--- config.mk ---
export PLATFORM = sky130hd
export DESIGN_NAME = conv_load_ctrl
export DESIGN_NICKNAME = d
export VERILOG_FILES = /design/src/rtl/conv_load_ctrl.sv
export SDC_FILE = /design/constraint.sdc
export NUM_CORES = 1
export LEC_CHECK = 0
export ABC_AREA = 1
export CAP_MARGIN = 0
export CORE_ASPECT_RATIO = 1.5
export CORE_MARGIN = 1
export CORE_UTILIZATION = 40
export CTS_CLUSTER_SIZE = 30
export DETAILED_ROUTE_END_ITERATION = 6
export HOLD_SLACK_MARGIN = 0.15
export PLACE_DENSITY_LB_ADDON = 0.25
export SYNTH_ARGS = -nofsm -noshare
export SYNTH_HDL_FRONTEND = slang
export SYNTH_SLANG_ARGS = --single-unit
--- constraint.sdc ---
create_clock -name clk -period 1.6 [get_ports clk]
set_input_delay 0.48 -clock clk [delete_from_list [all_inputs] [get_ports clk]]
set_output_delay 0.48 -clock clk [all_outputs]
set_load 0.02 [all_outputs]
--- src/rtl/conv_load_ctrl.sv ---
// conv_load_ctrl: byte-serial image/weight loader and convolution core sequencer
// Ports: clk/rst (sync, active-high); host side mode/din/ram_en/keep_wgt;
// buffer side dbuf_we/dbuf_addr, wbuf_we/wbuf_addr, buf_wdata;
// core side core_start, core_done/core_dout; status dout/out_data_flag,
// busy, sticky err_ovf/err_busy.
module conv_load_ctrl #(
    parameter int DW     = 8,
    parameter int IMG_W  = 8,
    parameter int IMG_H  = 8,
    parameter int IN_CH  = 1,
    parameter int K      = 3,
    parameter int KC     = 3,
    parameter int OUT_CH = 2,
    localparam int DATA_N = IMG_W * IMG_H * IN_CH,
    localparam int WGT_N  = K * K * KC * OUT_CH,
    localparam int DAW    = (DATA_N > 1) ? $clog2(DATA_N) : 1,
    localparam int WAW    = (WGT_N > 1) ? $clog2(WGT_N) : 1
) (
    input  logic           clk,
    input  logic           rst,
    input  logic           mode,
    input  logic [DW-1:0]  din,
    input  logic           ram_en,
    input  logic           keep_wgt,
    output logic           dbuf_we,
    output logic [DAW-1:0] dbuf_addr,
    output logic           wbuf_we,
    output logic [WAW-1:0] wbuf_addr,
    output logic [DW-1:0]  buf_wdata,
    output logic           core_start,
    input  logic           core_done,
    input  logic [DW-1:0]  core_dout,
    output logic [DW-1:0]  dout,
    output logic           out_data_flag,
    output logic           busy,
    output logic           err_ovf,
    output logic           err_busy
);
    // counters hold 0..N inclusive, so they are one value wider than the address
    localparam int DCW = $clog2(DATA_N + 1);
    localparam int WCW = $clog2(WGT_N + 1);
    localparam logic [DCW-1:0] D_FULL = DCW'(DATA_N);
    localparam logic [WCW-1:0] W_FULL = WCW'(WGT_N);
    localparam logic [DCW-1:0] D_ONE  = DCW'(1);
    localparam logic [WCW-1:0] W_ONE  = WCW'(1);

    typedef enum logic [1:0] {S_LOAD, S_START, S_WAIT} state_t;

    state_t         state_q, state_d;
    logic [DCW-1:0] d_cnt_q, d_cnt_d;
    logic [WCW-1:0] w_cnt_q, w_cnt_d;
    logic           dbuf_we_q, dbuf_we_d, wbuf_we_q, wbuf_we_d;
    logic [DAW-1:0] dbuf_addr_q, dbuf_addr_d;
    logic [WAW-1:0] wbuf_addr_q, wbuf_addr_d;
    logic [DW-1:0]  wdata_q, wdata_d, dout_q, dout_d;
    logic           flag_q, flag_d, err_ovf_q, err_ovf_d, err_busy_q, err_busy_d;
    logic           d_full, w_full, in_load, d_acc, w_acc, done;

    assign d_full  = d_cnt_q == D_FULL;
    assign w_full  = w_cnt_q == W_FULL;
    assign in_load = state_q == S_LOAD;
    assign d_acc   = in_load && ram_en && !mode && !d_full;
    assign w_acc   = in_load && ram_en && mode && !w_full;
    assign done    = state_q == S_WAIT && core_done;

    always_comb begin
        state_d     = (in_load && d_full && w_full) ? S_START :
                      (state_q == S_START) ? S_WAIT :
                      done ? S_LOAD : state_q;
        d_cnt_d     = done ? '0 : d_acc ? d_cnt_q + D_ONE : d_cnt_q;
        w_cnt_d     = (done && !keep_wgt) ? '0 : w_acc ? w_cnt_q + W_ONE : w_cnt_q;
        dbuf_we_d   = d_acc;
        wbuf_we_d   = w_acc;
        dbuf_addr_d = d_acc ? d_cnt_q[DAW-1:0] : dbuf_addr_q;
        wbuf_addr_d = w_acc ? w_cnt_q[WAW-1:0] : wbuf_addr_q;
        wdata_d     = (d_acc || w_acc) ? din : wdata_q;
        dout_d      = done ? core_dout : dout_q;
        flag_d      = done;
        // a byte for an already full buffer is dropped and flagged
        err_ovf_d   = err_ovf_q | (in_load && ram_en && (mode ? w_full : d_full));
        err_busy_d  = err_busy_q | (!in_load && ram_en);
    end

    always_ff @(posedge clk) begin
        if (rst) begin
            state_q     <= S_LOAD;
            d_cnt_q     <= '0;
            w_cnt_q     <= '0;
            dbuf_we_q   <= 1'b0;
            wbuf_we_q   <= 1'b0;
            dbuf_addr_q <= '0;
            wbuf_addr_q <= '0;
            wdata_q     <= '0;
            dout_q      <= '0;
            flag_q      <= 1'b0;
            err_ovf_q   <= 1'b0;
            err_busy_q  <= 1'b0;
        end else begin
            state_q     <= state_d;
            d_cnt_q     <= d_cnt_d;
            w_cnt_q     <= w_cnt_d;
            dbuf_we_q   <= dbuf_we_d;
            wbuf_we_q   <= wbuf_we_d;
            dbuf_addr_q <= dbuf_addr_d;
            wbuf_addr_q <= wbuf_addr_d;
            wdata_q     <= wdata_d;
            dout_q      <= dout_d;
            flag_q      <= flag_d;
            err_ovf_q   <= err_ovf_d;
            err_busy_q  <= err_busy_d;
        end
    end

    assign dbuf_we       = dbuf_we_q;
    assign dbuf_addr     = dbuf_addr_q;
    assign wbuf_we       = wbuf_we_q;
    assign wbuf_addr     = wbuf_addr_q;
    assign buf_wdata     = wdata_q;
    assign core_start    = state_q == S_START;
    assign busy          = !in_load;
    assign dout          = dout_q;
    assign out_data_flag = flag_q;
    assign err_ovf       = err_ovf_q;
    assign err_busy      = err_busy_q;
endmodule

[Yosys cells after proc, flatten, opt, wreduce, memory -nomap -nowiden]
Index checks and enable logic that the tools add are counted.
Word-level totals
  RAM bits: 0
  bits of input ports: 22
  output and inout bits: 35
  word-level logic and storage cells: 48
  memory bits (read-only): 0
  memories kept: 0
  flip-flop bits (word level): 48
  bits in latches: 0
Operators by class
  eq/ne operators: 4
  divide/modulo/power cells: 0
  magnitude comparators: 0
  add/subtract/negate cells: 2
  reductions and logical operators: 23
  multiplexer cells: 4
  bitwise logic cells: 2
  multiply operators: 0
  shift-type cells: 0
Operator list (number)
  $logic_and 1x1->1: 11
  $add 7x1->7 const B: 1
  $eq 7x7->1 const B: 1
  $add 6x1->6 const B: 1
  $eq 6x6->1 const B: 1
  $reduce_or 2->1: 3
  $logic_not 1->1: 5
  $mux 2: 2
  $reduce_bool 3->1: 1
  $eq 2x1->1 const B: 1
  $eq 2x2->1 const B: 1
  $logic_not 2->1: 1
  $mux 1: 2
  $or 1x1->1: 2
  $reduce_bool 2->1: 1
  $logic_or 1x1->1: 1

[Logic depth before layout (Yosys ltp)]
Gate-level depths: netlist (run 1).
  depth in word-level cells: 5
  gate-level depth with buffers: 10
  depth with buffers taken out: 9

[Worst setup path before layout (run 1)]
No wires, ideal clock.
  path kind: input to register
  start point: input port rst
  end point: register w_cnt_q[1]
  stages on the path: 7
  data required time: 1.484 ns
  setup time: 0.116 ns
  path slack: 0.273 ns
  arrival time: 1.211 ns
  path buffers: 2
  path through: buf_2 -> inv_1 -> buf_2 -> o21ai_1 -> inv_2 -> o21ai_0 -> nor2_1
Between the ends
  word-level cells in the longest chain between the ends: 1
RTL lines
  start, declared: RTL line 20  | input logic rst,
  $reduce_or 2->1 (no line)
  end signal, assigned: RTL line 101  | w_cnt_q <= w_cnt_d;
  end, declared: RTL line 51  | logic [WCW-1:0] w_cnt_q, w_cnt_d;
Every way passes these cells.
A chain may end at the register's enable or synchronous reset.

[Final worst setup path (run 1)]
  start point: register state_q[0]
  end point: output port busy
Between the ends
  word-level cells in the longest chain between the ends: 2
RTL lines
  start, declared: RTL line 49  | state_t state_q, state_d;
  start signal, assigned: RTL line 99  | state_q <= state_d;
  $logic_not 2->1: RTL line 61  | assign in_load = state_q == S_LOAD;
  $logic_not 1->1: RTL line 120  | assign busy = !in_load;
  end, declared: RTL line 35  | output logic busy,
Every way passes these cells.

==> flow_metrics.tcl, run 1 <==
set metrics [dict create \
    status "finished, final reports clean" \
    syn_nets 290 \
    worstPathArrival_ns 1.06 \
    crit_required_ns 1.12 \
    synth_async_sr_flop_share_pct 0 \
    cts-root-buf "clkbuf_8" \
    fmax_ghz 0.650 \
    final_cell_count_no_fill 403 \
    dp.cells 393 \
    postSynthAreaPerCell_um2 7.73 \
    wl_per_cell_um 11.1 \
    place_congestion 0.775 \
    die_w_um 60.3 \
    cp-end-kind "output pin" \
    dieArea_um2 5390 \
    cts_tree "yes" \
    grt.overflow.total 0 \
    rrSetupSlack_ns 0.17 \
    final_common_cell "nand2_1" \
    htree_levels 2 \
    fin_ws_ns 0.0623 \
    remaining_drc_errors 0 \
    ys_types 27 \
    antenna_found_initial 0 \
    startpoint_type "register" \
    seq_area_frac_synth_pct 47.1 \
    area_growth_syn_to_layout_pct 38.2 \
    final_cell_mix "47 x nand2_1, 45 x dfxtp_1, 44 x nor2_1" \
    yosysWarnings 0 \
    fin_crit_sh_pct 96.1 \
    grt_use_total_pct 17.2 \
    drtIter0Drc 53 \
    core_um2 4850 \
    seqCellArea_um2 965 \
    ys_ff_latch 48 \
    worst_pin_slew_ns 0.278 \
    cts.sinks 48 \
    synthFlopType "dfxtp_1" \
    layout.nets 362 \
    drt-pass1-iter-count 4 \
    finalSetupViolCount 0 \
    grt_pass1_wl_mm 7.06 \
    final_area_um2 2820 \
    start_util_pct 42.1 \
    ant_nets 0 \
    cts.clk_slew.worst_paths_ns 0.08 \
    cp_max_fo 3 \
    leakage_nw 1.35 \
    power_mw 2.32 \
    vias 1885 \
    hold_viol_final 0 \
    dpl_cell_area_um2 2750 \
    hold_ws_ns 0.465 \
    cap_violations 0 \
    synth_edf_count 0 \
    power_density_nw_per_um2 822 \
    synthCells 264 \
    routed_via_density 4.68 \
    nFillCells 480 \
    period_needed_ns 1.54 \
    cts_setup_buffers 0 \
    slew_headroom_pct 81.3 \
    rsz0062_at_grt "false" \
    skew_ns 0.00282 \
    row_count 31 \
    insertion_delay_ns 0.29 \
    cts_buffer_depth 2 \
    die_h_um 89.5 \
    multiInputGateArea_um2 911 \
    wl_mm 4.48 \
    io_pins 57 \
    first_global_vias 1671 \
    drive_gt1_share_pct 13.9 \
    grt_start_max_net_pins 28 \
    peakVddDrop_v 0.000536 \
    syn_area_um2 2040 \
    numPortBuffers 56 \
    antenna_cells 0 \
    hold_class "register to register" \
    cts_buffers 5 \
    path_class "register to output pin" \
    drv_slew 0 \
    dp_hpwl_mm 3.20 \
    dpl_worst_slack_ns -0.240 \
]
[layer usage]
metal  routed length (um)  part of all wire, %  GRT usage, %
met2                 2370                   53          30.2
met3                  154                  3.4          4.78
met4                   59                  1.3          6.55
met5                    0                    0             0
met1                 1890                   42          19.4
[worst paths after layout]
kind | from | cells past startpoint | to
hold reg to reg | wbuf_addr[0] | 2 | wbuf_addr[0]
setup reg to reg | w_cnt_q[0] | 9 | wbuf_addr[2]
setup / recovery | state_q[0] | 3 | busy
hold / removal | wbuf_addr[0] | 2 | wbuf_addr[0]
[timing repair]
item / 4_1_cts / 5_1_grt
gates cloned: 0 / 2
pin swaps: 0 / 0
resized for setup: 40 / 6
hold buffers: 0 / 0
endpoints found under the setup margin: 35 / 8
[power by group]
group	internal, mW	switching, mW
clock network	0.353	0.375
logic	0.155	0.176
registers	1.24	0.0223
total	1.74	0.574
[cell usage after synthesis, types with 3 or more instances]
cell type | instances | share of area, %
ha_1 | 4 | 2.5
o21ai_0 | 7 | 1.7
nand3_1 | 17 | 4.2
a21oi_1 | 21 | 5.2
buf_6 | 4 | 2.2
a22o_1 | 8 | 3.4
nand2_2 | 3 | 0.92
xor2_1 | 4 | 1.7
nor2_1 | 45 | 8.3
buf_2 | 5 | 1.2
inv_1 | 26 | 4.8
dfxtp_1 | 48 | 47
o21ai_1 | 5 | 1.2
nor2_2 | 3 | 0.92
nand2_1 | 47 | 8.7
[cells by family after synthesis]
family          after synthesis  synth area share [%]
simple gates                123                  26.1
buf+inv                      40                  9.45
fa+ha+maj                     4                  2.45
xor+xnor                      5                  2.15
compound gates               44                  12.7
flops                        48                  47.1
[layout make-up]
type | instances | area share [%]
tap | 66 | 2.93
clock buffer | 8 | 3.20
multi-input combinational | 178 | 32.3
timing repair buffer | 73 | 23.3
inverter | 30 | 4.08
sequential | 48 | 34.2
[state kept, by name, indices dropped and copies added, names as in the netlist]
signal and cells:
buf_wdata 8, dbuf_addr 6, wbuf_addr 6, err_ovf 1
w_cnt_q 6, err_busy 1, d_cnt_q 7, out_data_flag 1
dout 8, dbuf_we 1, wbuf_we 1, state_q 2
[through the flow]
step                util, %  TNS, ns
floorplan                 -        0
global placement       56.6    -6.32
detailed placement     56.6    -7.29
CTS                    57.7        0
global route           58.1        0
finish                 58.1        0
[critical path, cell delays in order, from the launching register on]
cell and delay, ns:
dfxtp_2 0.35, nor2_4 0.11, inv_1 0.06, clkdlybuf4s15_2 0.25
No activity file was read; power rests on OpenSTA's default activity.
==> run 2, diff against run 1 <==
- ABC_AREA: 1 -> not set
==> run 2 against run 1 <==
- routed wire length decreased by 3.7%
- critical path type is now primary input to register
- via count decreased by 8.5%
- count of clock-buffer cells in the layout decreased by 1
- non-clock buffer count increased by 30
- critical path depth increased by 6
==> flow_metrics.tcl, run 2 <==
set metrics [dict create \
    status "finished, final reports clean" \
    antenna_found_initial 0 \
    startpoint_type "primary input" \
    yosysWarnings 0 \
    grt.overflow.total 0 \
    ant_nets 0 \
    postSynthAreaPerCell_um2 10.1 \
    worstPathArrival_ns 1.77 \
    finalSetupViolCount 0 \
    peakVddDrop_v 0.000595 \
    syn_area_um2 1980 \
    htree_levels 2 \
    insertion_delay_ns 0.30 \
    die_h_um 88.1 \
    power_density_nw_per_um2 813 \
    slowest_stage "dlygate4sd2_1" \
    ys_types 41 \
    synth_top_area_share_pct 48.6 \
    cts.clk_slew.worst_paths_ns 0.09 \
    cap_violations 0 \
    drive_gt1_share_pct 24.5 \
    syn_nets 221 \
    dpl_worst_slack_ns -0.520 \
    cts_buffer_depth 2 \
    drt-pass1-iter-count 4 \
    wl_per_cell_um 11.8 \
    place_congestion 0.790 \
    fin_crit_sh_pct 98.6 \
    slew_headroom_pct 75.2 \
    leakage_nw 1.42 \
    yosysMostFrequentCell "dfxtp_1" \
    numPortBuffers 56 \
    die_w_um 59.4 \
    dp_hpwl_mm 3.16 \
    power_mw 2.52 \
    drv_slew 0 \
    dieArea_um2 5230 \
    synthFlopType "dfxtp_1" \
    crit_required_ns 1.79 \
    hold_class "register to register" \
    fin_ws_ns 0.0226 \
    final_cell_mix "46 x dfxtp_1, 40 x buf_4, 35 x dlygate4sd2_1" \
    final_common_cell "dfxtp_1" \
    cts.sinks 48 \
    routed_via_density 4.74 \
    vias 1725 \
    row_count 31 \
    cp_cell_sequence "dlygate4sd2_1 > buf_4 > nand4bb_4 > a41oi_4 > buf_6 > buf_6 > nor2_4 > buf_12 > mux2i_1" \
    ys_ff_latch 48 \
    grt_start_max_net_pins 20 \
    worst_pin_slew_ns 0.371 \
    cp_max_fo 8 \
    synth_edf_count 0 \
    wl_mm 4.31 \
    synth_async_sr_flop_share_pct 0 \
    yosys.area.top_type "dfxtp_1" \
    layout.nets 323 \
    io_pins 57 \
    synthCells 195 \
    drtIter0Drc 37 \
    period_needed_ns 1.58 \
    area_growth_syn_to_layout_pct 56.9 \
    cts_tree "yes" \
    synth_commonest_cells "48 x dfxtp_1, 23 x nor2_1, 17 x nand2b_1, 13 x nand2_1, 12 x mux2i_1" \
    core_um2 4770 \
    hold_viol_final 0 \
    synth_area_leaders "dfxtp_1 49%, mux2i_1 6.1%, nand2b_1 5.4%" \
    grt_pass1_wl_mm 7.05 \
    seq_area_frac_synth_pct 48.6 \
    remaining_drc_errors 0 \
    grt_use_total_pct 18.1 \
    first_global_vias 1610 \
    slowest_delay_ns 0.26 \
    cts_buffers 5 \
    start_util_pct 41.4 \
    rsz0062_at_grt "true" \
    fmax_ghz 0.634 \
    path_class "primary input to register" \
    skew_ns 0.00779 \
    antenna_cells 0 \
    cp_common_cell "buf_6" \
    cp-end-kind "register" \
    cts-root-buf "clkbuf_8" \
]
## run 2: logic make-up after synthesis
kind of cell | count (synthesis) | share of synthesized area (%)
AND/OR/NAND/NOR | 79 | 23.3
flip-flops | 48 | 48.6
AO/OA/AOI/OAI | 31 | 13.0
buffers and inverters | 13 | 2.91
multiplexers | 12 | 6.08
XOR/XNOR | 8 | 3.54
adder cells (fa/ha/maj) | 4 | 2.53
## run 2: per-layer routing
metal / GRT usage (%) / part of all wire, % / up-vias / wire length (um)
met4: 8.23 / 1.9 / 0 / 82
li1: - / - / 879 / -
met2: 30.3 / 50 / 48 / 2170
met5: 0 / 0 / - / 0
met3: 6.50 / 6.2 / 6 / 268
met1: 20.0 / 41 / 792 / 1790
## run 2: power by group
part / internal (mW) / total, mW / switching (mW)
clock network: 0.551 / 0.945 / 0.394
logic: 0.191 / 0.339 / 0.148
registers: 1.22 / 1.24 / 0.0127
## run 2: worst paths after layout
| check | startpoint | to | slack, ns | cells past startpoint |
|---|---|---|---|---|
| min reg2reg | dbuf_addr[1] | dbuf_addr[1] | 0.46 | 2 |
| max reg2reg | state_q[0] | buf_wdata[4] | 0.03 | 8 |
| max | ram_en | buf_wdata[4] | 0.02 | 9 |
| min | dbuf_addr[1] | dbuf_addr[1] | 0.46 | 2 |
## run 2: stage by stage
stage	hold slack [ns]	setup TNS, ns	instance area (um^2)	std cells	utilization, %
after CTS	0.461	0	3060	362	64.0
after global routing	0.474	-0.256	3100	364	65.0
after global placement	0.442	-17.11	2890	349	60.7
final	0.457	0	3100	364	65.0
after detailed placement	0.447	-18.09	2890	349	60.7
after floorplan	0.470	0	1980	195	-
## run 2: worst max-delay path, delay by kind of cell
kind / cells / cell delay (ns)
muxes: 1 / 0.11
buffers and inverters: 5 / 0.78
AOI/OAI and AO/OA: 1 / 0.23
and+or+nand+nor: 2 / 0.17
## run 2: final cells by class
class	count	area [um^2]
fill	409	1670
multi-input combinational	134	980
sequential	48	963
timing repair buffer	103	931
clock buffer	7	96.3
tap	66	82.6
clock inverter	1	30.0
inverter	5	18.8
## run 2: what timing repair did
item | in CTS | in global routing
pin swaps | 3 | 3
setup endpoints to repair | 71 | 32
setup buffers | 4 | 2
hold buffers | 0 | 0
gates resized for setup | 46 | 11
gates cloned | 1 | 0
